**src/rtl/uart_rx_pkg.sv**
```systemverilog
// Shared constants for the UART RX control path:
// FSM state codes, prescale width and legal ratios.
package uart_rx_pkg;

  localparam int PRESC_W = 6;

  localparam logic [2:0] IDLE   = 3'd0;
  localparam logic [2:0] START  = 3'd1;
  localparam logic [2:0] DATA   = 3'd2;
  localparam logic [2:0] PARITY = 3'd3;
  localparam logic [2:0] STOP   = 3'd4;

  localparam int PRESC_8  = 8;
  localparam int PRESC_16 = 16;
  localparam int PRESC_32 = 32;

  function automatic logic presc_legal(input int p);
    return (p == PRESC_8) || (p == PRESC_16) ||
           (p == PRESC_32);
  endfunction

endpackage

```
**src/rtl/uart_rx_edge_bit_cnt.sv**
```systemverilog
// Oversampling edge counter and bit position counter
// for the UART RX sequencer; enable plus sync clear.
module uart_rx_edge_bit_cnt #(
  parameter int PRESC_W = uart_rx_pkg::PRESC_W
) (
  input  logic               CLK,
  input  logic               RST,
  input  logic               en,
  input  logic               clr,
  input  logic [PRESC_W-1:0] last,
  output logic [PRESC_W-1:0] edge_cnt,
  output logic [3:0]         bit_cnt,
  output logic               wrap
);

  assign wrap = (edge_cnt == last);

  always_ff @(posedge CLK or negedge RST) begin
    if (!RST) begin
      edge_cnt <= '0;
      bit_cnt  <= '0;
    end else if (clr) begin
      edge_cnt <= '0;
      bit_cnt  <= '0;
    end else if (en) begin
      if (wrap) begin
        edge_cnt <= '0;
        bit_cnt  <= bit_cnt + 4'd1;
      end else begin
        edge_cnt <= edge_cnt + PRESC_W'(1);
      end
    end
  end

endmodule

```
**src/rtl/uart_rx_ctrl.sv**
```systemverilog
// UART RX frame sequencer: IDLE/START/DATA/PARITY/STOP.
// Optional error counter: define UART_RX_ERR_CNT_EN.
module uart_rx_ctrl #(
  parameter int DATA_WIDTH = 8,
  parameter int PRESC_W    = uart_rx_pkg::PRESC_W
) (
  input  logic               CLK,
  input  logic               RST,
  input  logic               RX_IN,
  input  logic               PAR_EN,
  input  logic [PRESC_W-1:0] Prescale,
  input  logic               sampled_bit,
  input  logic               strt_glitch,
  input  logic               par_err,
  input  logic               stp_err,
  output logic               dat_samp_en,
  output logic               deser_en,
  output logic               strt_chk_en,
  output logic               par_chk_en,
  output logic               stp_chk_en,
  output logic [PRESC_W-1:0] edge_cnt,
  output logic [3:0]         bit_cnt,
  output logic               data_valid,
  output logic               frame_err
`ifdef UART_RX_ERR_CNT_EN
  ,
  input  logic               err_clr,
  output logic [7:0]         err_cnt
`endif
);
  import uart_rx_pkg::*;

  logic [2:0]         state;
  logic [2:0]         state_d;
  logic [PRESC_W-1:0] pre_q;
  logic               par_q;
  logic               bit_end;
  logic               frm_start;
  logic               legal;
  logic               dv_d;
  logic               fe_d;

  assign legal = presc_legal(int'(Prescale));

  always_comb begin
    state_d = state;
    case (state)
      IDLE:
        if (!RX_IN && legal) state_d = START;
      START:
        if (bit_end) state_d = strt_glitch ? IDLE : DATA;
      DATA:
        if (bit_end && bit_cnt == 4'(DATA_WIDTH))
          state_d = par_q ? PARITY : STOP;
      PARITY:
        if (bit_end) state_d = par_err ? IDLE : STOP;
      STOP:
        if (bit_end)
          state_d = (!RX_IN && legal) ? START : IDLE;
      default: state_d = IDLE;
    endcase
  end

  // Frame settings are frozen at every new start bit
  assign frm_start = (state_d == START) &&
                     (state != START);

  assign dv_d = (state == STOP) && bit_end && !stp_err;
  assign fe_d = bit_end &&
                (((state == START) && strt_glitch) ||
                 ((state == PARITY) && par_err) ||
                 ((state == STOP) && stp_err));

  always_ff @(posedge CLK or negedge RST) begin
    if (!RST) begin
      state      <= IDLE;
      pre_q      <= '0;
      par_q      <= 1'b0;
      data_valid <= 1'b0;
      frame_err  <= 1'b0;
    end else begin
      state      <= state_d;
      data_valid <= dv_d;
      frame_err  <= fe_d;
      if (frm_start) begin
        pre_q <= Prescale;
        par_q <= PAR_EN;
      end
    end
  end

  uart_rx_edge_bit_cnt #(
    .PRESC_W (PRESC_W)
  ) u_cnt (
    .CLK      (CLK),
    .RST      (RST),
    .en       (state != IDLE),
    .clr      ((state_d == IDLE) || frm_start),
    .last     (pre_q - PRESC_W'(1)),
    .edge_cnt (edge_cnt),
    .bit_cnt  (bit_cnt),
    .wrap     (bit_end)
  );

  assign dat_samp_en = (state != IDLE);
  assign strt_chk_en = (state == START);
  assign par_chk_en  = (state == PARITY);
  assign stp_chk_en  = (state == STOP);
  assign deser_en    = (state == DATA) &&
    (edge_cnt == (pre_q >> 1) + PRESC_W'(2));

`ifdef UART_RX_ERR_CNT_EN
  always_ff @(posedge CLK or negedge RST) begin
    if (!RST)
      err_cnt <= '0;
    else if (err_clr)
      err_cnt <= '0;
    else if (frame_err && err_cnt != 8'hFF)
      err_cnt <= err_cnt + 8'd1;
  end
`endif

endmodule
```
**config.mk**
```make
export PLATFORM = sky130hd
export DESIGN_NAME = uart_rx_ctrl
export DESIGN_NICKNAME = d
export VERILOG_FILES = /design/src/rtl/uart_rx_pkg.sv /design/src/rtl/uart_rx_edge_bit_cnt.sv /design/src/rtl/uart_rx_ctrl.sv
export SDC_FILE = /design/constraint.sdc
export NUM_CORES = 1
export LEC_CHECK = 0
export CORE_MARGIN = 3
export CORE_UTILIZATION = 50
export CTS_BUF_LIST = sky130_fd_sc_hd__clkbuf_8
export DETAILED_ROUTE_END_ITERATION = 12
export PLACE_DENSITY = 0.9
export SETUP_SLACK_MARGIN = 0.05
export SLEW_MARGIN = 40
export SYNTH_ARGS = -nofsm -noshare
export SYNTH_HDL_FRONTEND = slang
export SYNTH_SLANG_ARGS = --single-unit
export TNS_END_PERCENT = 20
```
**constraint.sdc**
```tcl
create_clock -name CLK -period 2.6 [get_ports CLK]
set_clock_uncertainty 0.2 [all_clocks]
set_input_delay 0.52 -clock CLK [delete_from_list [all_inputs] [get_ports CLK]]
set_output_delay 0.52 -clock CLK [all_outputs]
set_load 0.05 [all_outputs]
```
Word-level counts from Yosys, hierarchy flattened
Cells that the tools add are included.

Add/subtract/negate cells: 4. Equal/unequal tests: 12. Reductions and logical operators: 23. Muxes and demuxes: 16.

Operators by type and width (number): 3-bit two-way mux (7); 6-bit two-way mux (3); 3-bit one-hot mux with 5 select lines (1); 6-bit equality test (2); 6-bit equality test (second input constant) (2); 4-bit two-way mux (3); 1-bit logical AND (10); 5-bit by 2-bit adder with 6-bit output (second input constant) (1); 6-bit by 1-bit adder with 6-bit output (second input constant) (1); 3-bit by 1-bit equality test with 1-bit output (second input constant) (2); 3-bit by 2-bit equality test with 1-bit output (second input constant) (2); 6-bit by 5-bit equality test with 1-bit output (second input constant) (1); 3-bit zero test (2); 6-bit by 1-bit subtractor with 6-bit output (second input constant) (1); 1-bit logical OR (5); 4-bit by 1-bit adder with 4-bit output (second input constant) (1); 4-bit equality test (second input constant) (1); 2-bit nonzero test (2); 3-bit equality test (second input constant) (1); 3-bit by 1-bit inequality test with 1-bit output (second input constant) (1); 3-bit nonzero test (1); 1-bit zero test (2); 2-bit two-way mux (1); 2-bit AND reduction (1); 1-bit two-way mux (1).

Bits of input ports: 14. Register bits: 22. Output and inout bits: 17. Word-level logic and storage cells: 62.

Depth between registers and ports, before layout
Gate-level depths: netlist of the first run.

Word-level depth: 12. Depth in mapped cells: 9. Depth with buffers taken out: 8.

Modules after synthesis
A second synthesis of the first run with hierarchy kept.

Cell total of the unflattened synthesis: 159. Area, all modules: 1549.0 um^2.

Modules (own cells, without submodules): uart_rx_ctrl (area an instance 909.6 um^2, cells each 95, instances 1, seq. area each 300.3 um^2); uart_rx_edge_bit_cnt (area an instance 639.4 um^2, cells each 64, instances 1, seq. area each 250.2 um^2).

Worst setup path before layout of the first run
OpenSTA, ideal clock, no wires.

Path kind: register -> output. Start point: register pre_q[2]. End point: output deser_en. Required time: 1880 ps. Arrival: 2959 ps. Buffers on the path: 0. Stages on the path, launching flop included: 6. Slack: -1079 ps. Cells stage by stage: dfrtp_1 inv_1 ha_1 xor2_1 or4_1 nor4_1.

Cells in the longest elaborated chain, start to end: 3.

RTL lines: start: declaration (RTL line uart_rx_ctrl.sv:35) `logic [PRESC_W-1:0] pre_q;`; start signal: assignment (RTL line uart_rx_ctrl.sv:86) `pre_q <= Prescale;`; 5-bit by 2-bit adder with 6-bit output (RTL line uart_rx_ctrl.sv:110) `(edge_cnt == (pre_q >> 1) + PRESC_W'(2));`; 6-bit equality test (RTL line uart_rx_ctrl.sv:110); 1-bit logical AND (RTL line uart_rx_ctrl.sv:109) `assign deser_en = (state == DATA) &&`; end: declaration (RTL line uart_rx_ctrl.sv:17) `output logic deser_en,`.

Every way passes these cells.

Worst setup path after layout of the first run
Start point: register state[1]. End point: output deser_en.

Cells in the longest elaborated chain, start to end: 2.

RTL lines: start: declaration (RTL line uart_rx_ctrl.sv:33) `logic [2:0] state;`; start signal: assignment (RTL line uart_rx_ctrl.sv:82) `state <= state_d;`; 3-bit by 2-bit equality test with 1-bit output (RTL line uart_rx_ctrl.sv:109); 1-bit logical AND (RTL line uart_rx_ctrl.sv:109).

Every way passes these cells.

==> summary by stage, run 1 <==
Worst setup path
The minimum setup slack among reg-to-reg paths is 90 ps. STA classifies the critical path startpoint as a flop. For the worst setup path, the data arrival time is 2020 ps. Along the worst path, the maximum fanout reaches 9. The number of cells on the worst reg-to-reg path is 7. The worst endpoint required time is about 1900 ps.

The worst setup path is captured at an output pin. The kind of critical path is reg -> out.

Global route
The met3 layer usage reported by global route is under 10%. The overflow left after global routing is 0. The first global-routing pass estimated between 6 and 7 mm of wire. The initial antenna violation count is 0. The via count of the first global-routing pass was 1,342. The global-route track usage on met1 is between 20% and 30%. The busiest layer in global routing is met2. Global routing consumed, over all layers together, 23.05% of the routing resources. Entering global routing, the biggest net connects 23 pins. Global routing used 42.28% of the available met2 tracks.

Yosys
The cell area that synthesis handed to floorplanning was 0.001438 mm². The post-synthesis average cell area is 9.275 µm². For this run, the leading register cell type out of synthesis is sky130_fd_sc_hd__dfrtp_1. The number of unique standard cell types used by synthesis is 36. For this run, asynchronously set or reset flops after synthesis account for 100.0%. Counting flops with a built-in enable in the synthesized netlist gives 0. The cell count after synthesis came out at 155. The Yosys step of the flow raised 0 warnings. The part of the Yosys area used for sequential elements is about two fifths. The number of nets produced by synthesis is 176. Counting flops and latches in the post-synthesis netlist gives 22.

Pwr
The cell leakage power is 0.7617 nW. After layout, the design draws a total of 0.001575 W. The maximum resistive drop on vdd is 709.4 µV.

The ratio of total power to cell area is 825.9 mW/mm².

Clock tree
The clock tree buffer depth is 2. The number of buffers added by the clock tree synthesis step is 3. The clock reaches the later pin of the worst-skew pair after around 270 ps. The clock tree root driver cell is sky130_fd_sc_hd__clkbuf_8. The number of levels in the clock H-tree is 1. For this design, the CTS-stage hold fixing added 0 buffers. The clock net in this run drives a total of 22 sinks. After clock tree synthesis, the clock-pin slew on the worst setup and hold paths is 80 ps.

The TritonCTS clock tree is built.

Routing
The vias per cell is 5.835. The first TritonRoute pass finished after 4 iterations. The total wire length is 3.768 mm. The detailed router finished its first iteration with 46 violations. The detailed router placed about 1,300 vias in this run. The residual DRC count is 0. In the final routed layout, each cell accounts on average for 17.28 µm. The remaining antenna violation count after routing is 0.

Final layout
The sequential cell area is 560.5 µm². The filler cells instantiated in the layout total 185. Cells with a size suffix above 1 make up 22.87% of the layout. The number of nets in the layout is 210.

In the layout the commonest cells are 24 x sky130_fd_sc_hd__clkdlybuf4s50_1, 18 x sky130_fd_sc_hd__nor2_1, 17 x sky130_fd_sc_hd__xnor2_1, 14 x sky130_fd_sc_hd__dfrtp_1. The multi-input gate area in the final layout is 872.1 µm². The area growth from synthesis to layout is 32.64%.

The most common library cell in the layout ignoring fill and taps is sky130_fd_sc_hd__clkdlybuf4s50_1. 0 antenna diodes ended up in the layout. The post-layout instance area is 0.001907 mm².

Timing
Setup repair after global routing could not meet its margin everywhere. The worst-case setup margin in the final layout is -143.7 ps. The measured slew at the worst slew-check pin is 526.5 ps. The final-report max-slew violation count is 0.

Headroom to the max-slew limit came out at roughly two thirds. The final cycle utilization of the critical path is 105.5%. Static timing analysis puts the maximum clock frequency at 364.5 MHz. The total of endpoints with negative setup slack in the final report is 1. On the final layout, the worst hold slack is 331.2 ps. The post-layout minimum cycle time is 2744 ps. Adding up every negative setup slack in the final design gives -143.7 ps. The number of hold-slack violations in the final timing report is 0.

Placement
Detailed placement finished with a half-perimeter wire length of 2.673 mm. After detailed placement, the total cell area comes to about 0.0018 mm². The congestion estimate from routability-driven global placement came to around 0.87. The setup slack after placement is 88.80 ps. The number of buffers inserted by port buffering is 29.

Run status
The flow ran to the end, but the final reports show violations. The final reports fail on setup timing.

Worst hold path
The type of the worst min-delay path is reg -> reg. Counting instances, the worst hold path has a depth of 1.

Die
The floorplan die width is about 60 µm. The area enclosed by the die boundary is approximately 0.0036 mm². The standard-cell row count is 18.

The top-level port count is 31. The die span in y is 59.62 µm. The initial utilization of the core area, before any placement, comes to 55.03%.

The placeable core area is 0.002613 mm².

Job
Max-cap violations in this run came to 0.
==> flip-flops by register name, summed over array words and instances, names as in the netlist <==
name and count:
par_q 1, state 3, u_cnt.bit_cnt 4, frame_err 1, u_cnt.edge_cnt 6, pre_q 6
data_valid 1
==> timing repair <==
item                                    in CTS  in global routing
setup buffers                                2                  0
pin swaps                                    0                  4
endpoints found under the setup margin       2                  4
resized for setup                            2                  7
==> critical path, stage by stage, from the launching register on <==
cell                       delay, ps
sky130_fd_sc_hd__dfrtp_1         540
sky130_fd_sc_hd__nand2b_1        220
sky130_fd_sc_hd__or4_4           600
sky130_fd_sc_hd__nor4_4          210
sky130_fd_sc_hd__buf_12          180
==> layout make-up <==
type                    instances  area share [%]
repair buffers                 36           18.04
flip-flops and latches         22           29.40
multi-input cells             116           45.73
clock buffers                   4           2.887
well taps                      30           1.969
inverters                      10           1.969
==> worst paths after layout <==
kind | endpoint | from
worst max-delay path | deser_en | state[1]
worst min-delay path | u_cnt.edge_cnt[0] | u_cnt.edge_cnt[0]
worst max register to register | state[0] | pre_q[1]
worst min register to register | u_cnt.edge_cnt[0] | u_cnt.edge_cnt[0]
max in group asynchronous | u_cnt.edge_cnt[4] | RST
min in group asynchronous | u_cnt.bit_cnt[2] | RST
==> synth_stat cells, types with 2 or more instances <==
master | number | share of area, %
sky130_fd_sc_hd__dfrtp_1 | 22 | 38
sky130_fd_sc_hd__nor2_1 | 18 | 4.7
sky130_fd_sc_hd__xnor2_1 | 18 | 11
sky130_fd_sc_hd__inv_1 | 10 | 2.6
sky130_fd_sc_hd__nand3_1 | 10 | 3.5
sky130_fd_sc_hd__nand2_1 | 8 | 2.1
sky130_fd_sc_hd__ha_1 | 7 | 6.1
sky130_fd_sc_hd__o21ai_0 | 6 | 2.1
sky130_fd_sc_hd__a21oi_1 | 5 | 1.7
sky130_fd_sc_hd__and2_1 | 4 | 1.7
sky130_fd_sc_hd__clkbuf_1 | 4 | 1.0
sky130_fd_sc_hd__xor2_1 | 4 | 2.4
sky130_fd_sc_hd__buf_2 | 3 | 1.0
sky130_fd_sc_hd__mux2_2 | 3 | 2.3
sky130_fd_sc_hd__nand2b_1 | 3 | 1.3
sky130_fd_sc_hd__nand4_1 | 3 | 1.3
sky130_fd_sc_hd__nor4_1 | 3 | 1.3
sky130_fd_sc_hd__a211o_1 | 2 | 1.2
sky130_fd_sc_hd__mux2i_1 | 2 | 1.4
sky130_fd_sc_hd__nor3_2 | 2 | 1.4
sky130_fd_sc_hd__nor3b_1 | 2 | 1.0
sky130_fd_sc_hd__or4_1 | 2 | 1.0
==> metrics by stage <==
step           std cells  utilization, %
2_1_floorplan        155               -
3_5_place_dp         212           69.40
6_report             218           72.99
5_1_grt              218           72.99
4_1_cts              218           72.08
3_3_place_gp         212           69.40
==> where the power goes <==
group / switching [W] / internal (W) / total (W) / leakage, nW
Sequential: 0.000111 / 0.000409 / 0.000520 / 0.281
Combinational: 0.000511 / 0.000294 / 0.000805 / 0.452
Clock: 0.000115 / 0.000135 / 0.000250 / 0.0288
==> kinds of logic (layout without fill, tap and decap cells) <==
kind of cell | count (synthesis) | count (layout) | share of synthesized area [%]
and+or+nand+nor | 64 | 64 | 25.76
xor gates and xnor gates | 22 | 22 | 13.40
DFF | 22 | 22 | 38.29
AOI/OAI and AO/OA | 18 | 18 | 8.008
buffers and inverters | 17 | 50 | 4.699
adders and majority gates | 7 | 7 | 6.092
muxes | 5 | 5 | 3.742
==> routing by layer <==
layer  wire length [µm]  vias to the layer above
li1                   -                      593
met1               1475                      629
met2               2044                       42
met3                185                        8
met4                 62                        0
met5                  0                        -
Power figures use the tool's default switching activity.
==> inputs of run 2 (changes only) <==
==> constraint.sdc (replaced) <==
create_clock -name CLK -period 2.6 [get_ports CLK]
set_clock_uncertainty 0.2 [all_clocks]
set_input_delay 0.39 -clock CLK [delete_from_list [all_inputs] [get_ports CLK]]
set_output_delay 0.39 -clock CLK [all_outputs]
set_load 0.05 [all_outputs]
==> run 2 against run 1 <==
Sequential power grew 6.5%. The run still ends with setup timing left. Die area is the same. Worst setup slack gained 130 ps. Power grew 7.2%. Highest routed layer unchanged. Cell count grew 0.46%. Largest cell class unchanged.
==> summary by stage, run 2 (synthesis gave the netlist of run 1 again) <==
Timing
The highest clock rate is 382.6 MHz (+5.0%). The total of endpoints with negative setup slack in the final report is 1 (unchanged). The final cycle utilization of the critical path is 100.5% (-5.0 points). The worst-case setup margin in the final layout is -14.04 ps (+129.7 ps). The measured slew at the worst slew-check pin is 572.2 ps (+45.70 ps). The number of hold-slack violations in the final timing report came to 0 (unchanged). The relative max-transition margin is 61.58% (-3.2 points). The final-report max-slew violation count is 0 (unchanged).

Setup repair after global routing could not meet its margin everywhere. The worst hold slack came to 257.8 ps (-73.38 ps). The final setup TNS came to -14.04 ps (+129.7 ps). The post-layout minimum cycle time is 2614 ps (-129.7 ps).

Die
The area enclosed by the die boundary is 0.003555 mm² (unchanged). The top-level port count is 31 (unchanged). The placeable core area was 0.002613 mm² (unchanged).

The die span in y is 59.62 µm (unchanged). The initial core utilization came to 55.03% (unchanged). The standard-cell row count was 18 (unchanged).

The floorplan die width is 59.62 µm (unchanged).

Final layout
The final antenna diode count is 0 (unchanged). The end-of-flow core utilization is 74.76% (+1.8 points). The final-layout fill cell count was 160 (-14%). The number of nets in the layout came to 211 (+0.48%).

The most common library cell in the layout ignoring fill and taps is sky130_fd_sc_hd__clkdlybuf4s50_1. The multi-input gate area in the final layout came to 887.1 µm² (+1.7%). In the layout the commonest cells are 26 x sky130_fd_sc_hd__clkdlybuf4s50_1, 18 x sky130_fd_sc_hd__nor2_1, 17 x sky130_fd_sc_hd__xnor2_1, 17 x sky130_fd_sc_hd__dfrtp_1, 9 x sky130_fd_sc_hd__nand3_1.

The share of cells above drive strength 1 is 21.69% (-1.2 points). In the final layout, the registers with the most flip-flops are pre_q (6), u_cnt.edge_cnt (6), u_cnt.bit_cnt (4). The sequential cell area came to 556.8 µm² (-0.67%). Relative to the synthesized area, the layout overhead comes to 35.86%.

Routing
The detailed-router iteration count before antenna repair is 5 (+1). The DRC violation total after the first TritonRoute iteration was 45 (-2.2%). The residual DRC count was 0 (unchanged). The wire length per cell is 19.06 µm (+10%). The total wire length is 4.175 mm (+11%). The vias per cell is 6.119 (+4.9%).

The remaining antenna violation count after routing is 0 (unchanged). The vias after detailed routing is 1,340 (+5.3%).

Global route
The global routing usage summed across all routing layers is 22.32% (-0.73 points). The overflow left after global routing came to 0 (unchanged). The largest net degree at the start of global routing came to 23 (unchanged). The initial antenna violation count is 0 (unchanged). The global-route wire length before repair is 5.892 mm (-2.9%). The via count of the first global-routing pass is 1,300 (-3.1%).

Worst setup path
The endpoint arrival time on the critical path is 2590 ps (+570 ps). The delay of the slowest cell on the worst path is 520 ps (-80 ps). The worst endpoint required time is 2580 ps (+700 ps). The kind of critical path is reg -> reg. The biggest fanout along the worst timing path came to 7 (-2).

The startpoint type of the worst setup path is a flop. The critical path goes through buf_6 -> nor3_2 -> nand2_1 -> xnor2_1 -> nand3_4 -> or4_4 -> a221oi_2. Among all stages on the critical path, the largest delay is contributed by sky130_fd_sc_hd__or4_4. The capturing element type of the critical path is a flop.

Run status
The flow ran to the end, but the final reports show violations. The checks that failed: setup timing.

Clock tree
The number of sinks on the clock net was 22 (unchanged). The number of levels in the clock H-tree came to 1 (unchanged). The number of buffers added to fix hold violations after cts is 0 (unchanged). The number of buffers added by the clock tree synthesis step is 3 (unchanged). TritonCTS built the clock tree. The clock latency reported for the late side of the worst-skew pair was 270 ps (about the same).

The clock tree buffer depth is 2 (unchanged). The CTS clock-pin slew for the worst setup and hold paths was 80 ps (about the same). The clock tree root driver cell is sky130_fd_sc_hd__clkbuf_8.

Placement
The setup slack after placement is 100.6 ps (+11.79 ps). The number of buffers inserted by port buffering is 29 (unchanged). The final estimated routing congestion in global placement is 0.8417 (-2.9%). The HPWL after detailed placement is 2.562 mm (-4.2%).

Worst hold path
The min-delay analysis places its worst path in the category in -> async.

Pwr
The final total power was 0.001688 W (+7.2%). The ratio of total power to cell area is 864.1 mW/mm² (+4.6%). The maximum resistive drop on vdd was 713.2 µV (+0.54%). The cell leakage power is 0.7776 nW (+2.1%).

Job
The number of max-cap violations is 0 (unchanged).
==> run 2: cell count changes in the layout (fill, tap and decap cells not counted), moves of 2 or more <==
cell                              delta
sky130_fd_sc_hd__buf_4               -2
sky130_fd_sc_hd__buf_6               +2
sky130_fd_sc_hd__dfrtp_2             -3
sky130_fd_sc_hd__dfrtp_1             +3
sky130_fd_sc_hd__clkdlybuf4s50_1     +2
==> run 2: per-layer routing <==
metal	GRT usage [%]	vias up	part of all wire, %
li1	-	601	-
met5	0	-	0
met1	28.00	643	38
met2	36.82	68	51
met3	5.011	28	6.3
met4	9.494	0	4.7
==> run 2: critical path: cells and delay by family, from the launching register on <==
| kind | cells | cell delay [ps] |
|---|---|---|
| buf+inv | 1 | 140 |
| compound gates | 1 | 240 |
| flops | 1 | 430 |
| simple gates | 4 | 1010 |
| xor+xnor | 1 | 490 |
==> run 2: path summary, 6_finish.rpt <==
| kind | start | to | slack, ps | cells after the start |
|---|---|---|---|---|
| min | RST | pre_q[2] | 260 | 2 |
| max in group asynchronous | RST | pre_q[1] | 1690 | 2 |
| max reg2reg | pre_q[2] | state[0] | -10 | 7 |
| min in group CLK | par_q | par_q | 380 | 1 |
| min reg2reg | par_q | par_q | 380 | 1 |
| max | pre_q[2] | state[0] | -10 | 7 |
==> run 2: final cells by class <==
class | instances | share of cell area [%]
timing repair buffer | 37 | 18.58
clock inverter | 1 | 1.537
tap | 30 | 1.922
inverter | 10 | 1.922
multi-input combinational | 116 | 45.42
clock buffer | 3 | 2.114
sequential | 22 | 28.51
==> run 2: repair_timing <==
action                     CTS  global route
buffers inserted             3             2
resized for setup            6            10
setup endpoints to repair    1             5
pin swaps                    3             5
==> run 2: power by group <==
group	leakage (nW)	internal [W]	switching (W)
combinational	0.458	0.000302	0.000505
sequential	0.284	0.000406	0.000147
clock	0.0357	0.000206	0.000121
total	0.778	0.000914	0.000774
==> run 2: stage by stage <==
step,cells,cell area [µm²]
detailed placement,210,1784
finish,219,1953
floorplan,155,1459
global placement,210,1784
CTS,217,1903
global route,219,1953
==> inputs of run 3 (changes only) <==
GPL_ROUTABILITY_DRIVEN = 0   (was unset)
SKIP_LAST_GASP = 1   (was unset)
==> results of run 3 <==
Same layout as run 2: the final DEF is identical, and so are final timing and power.
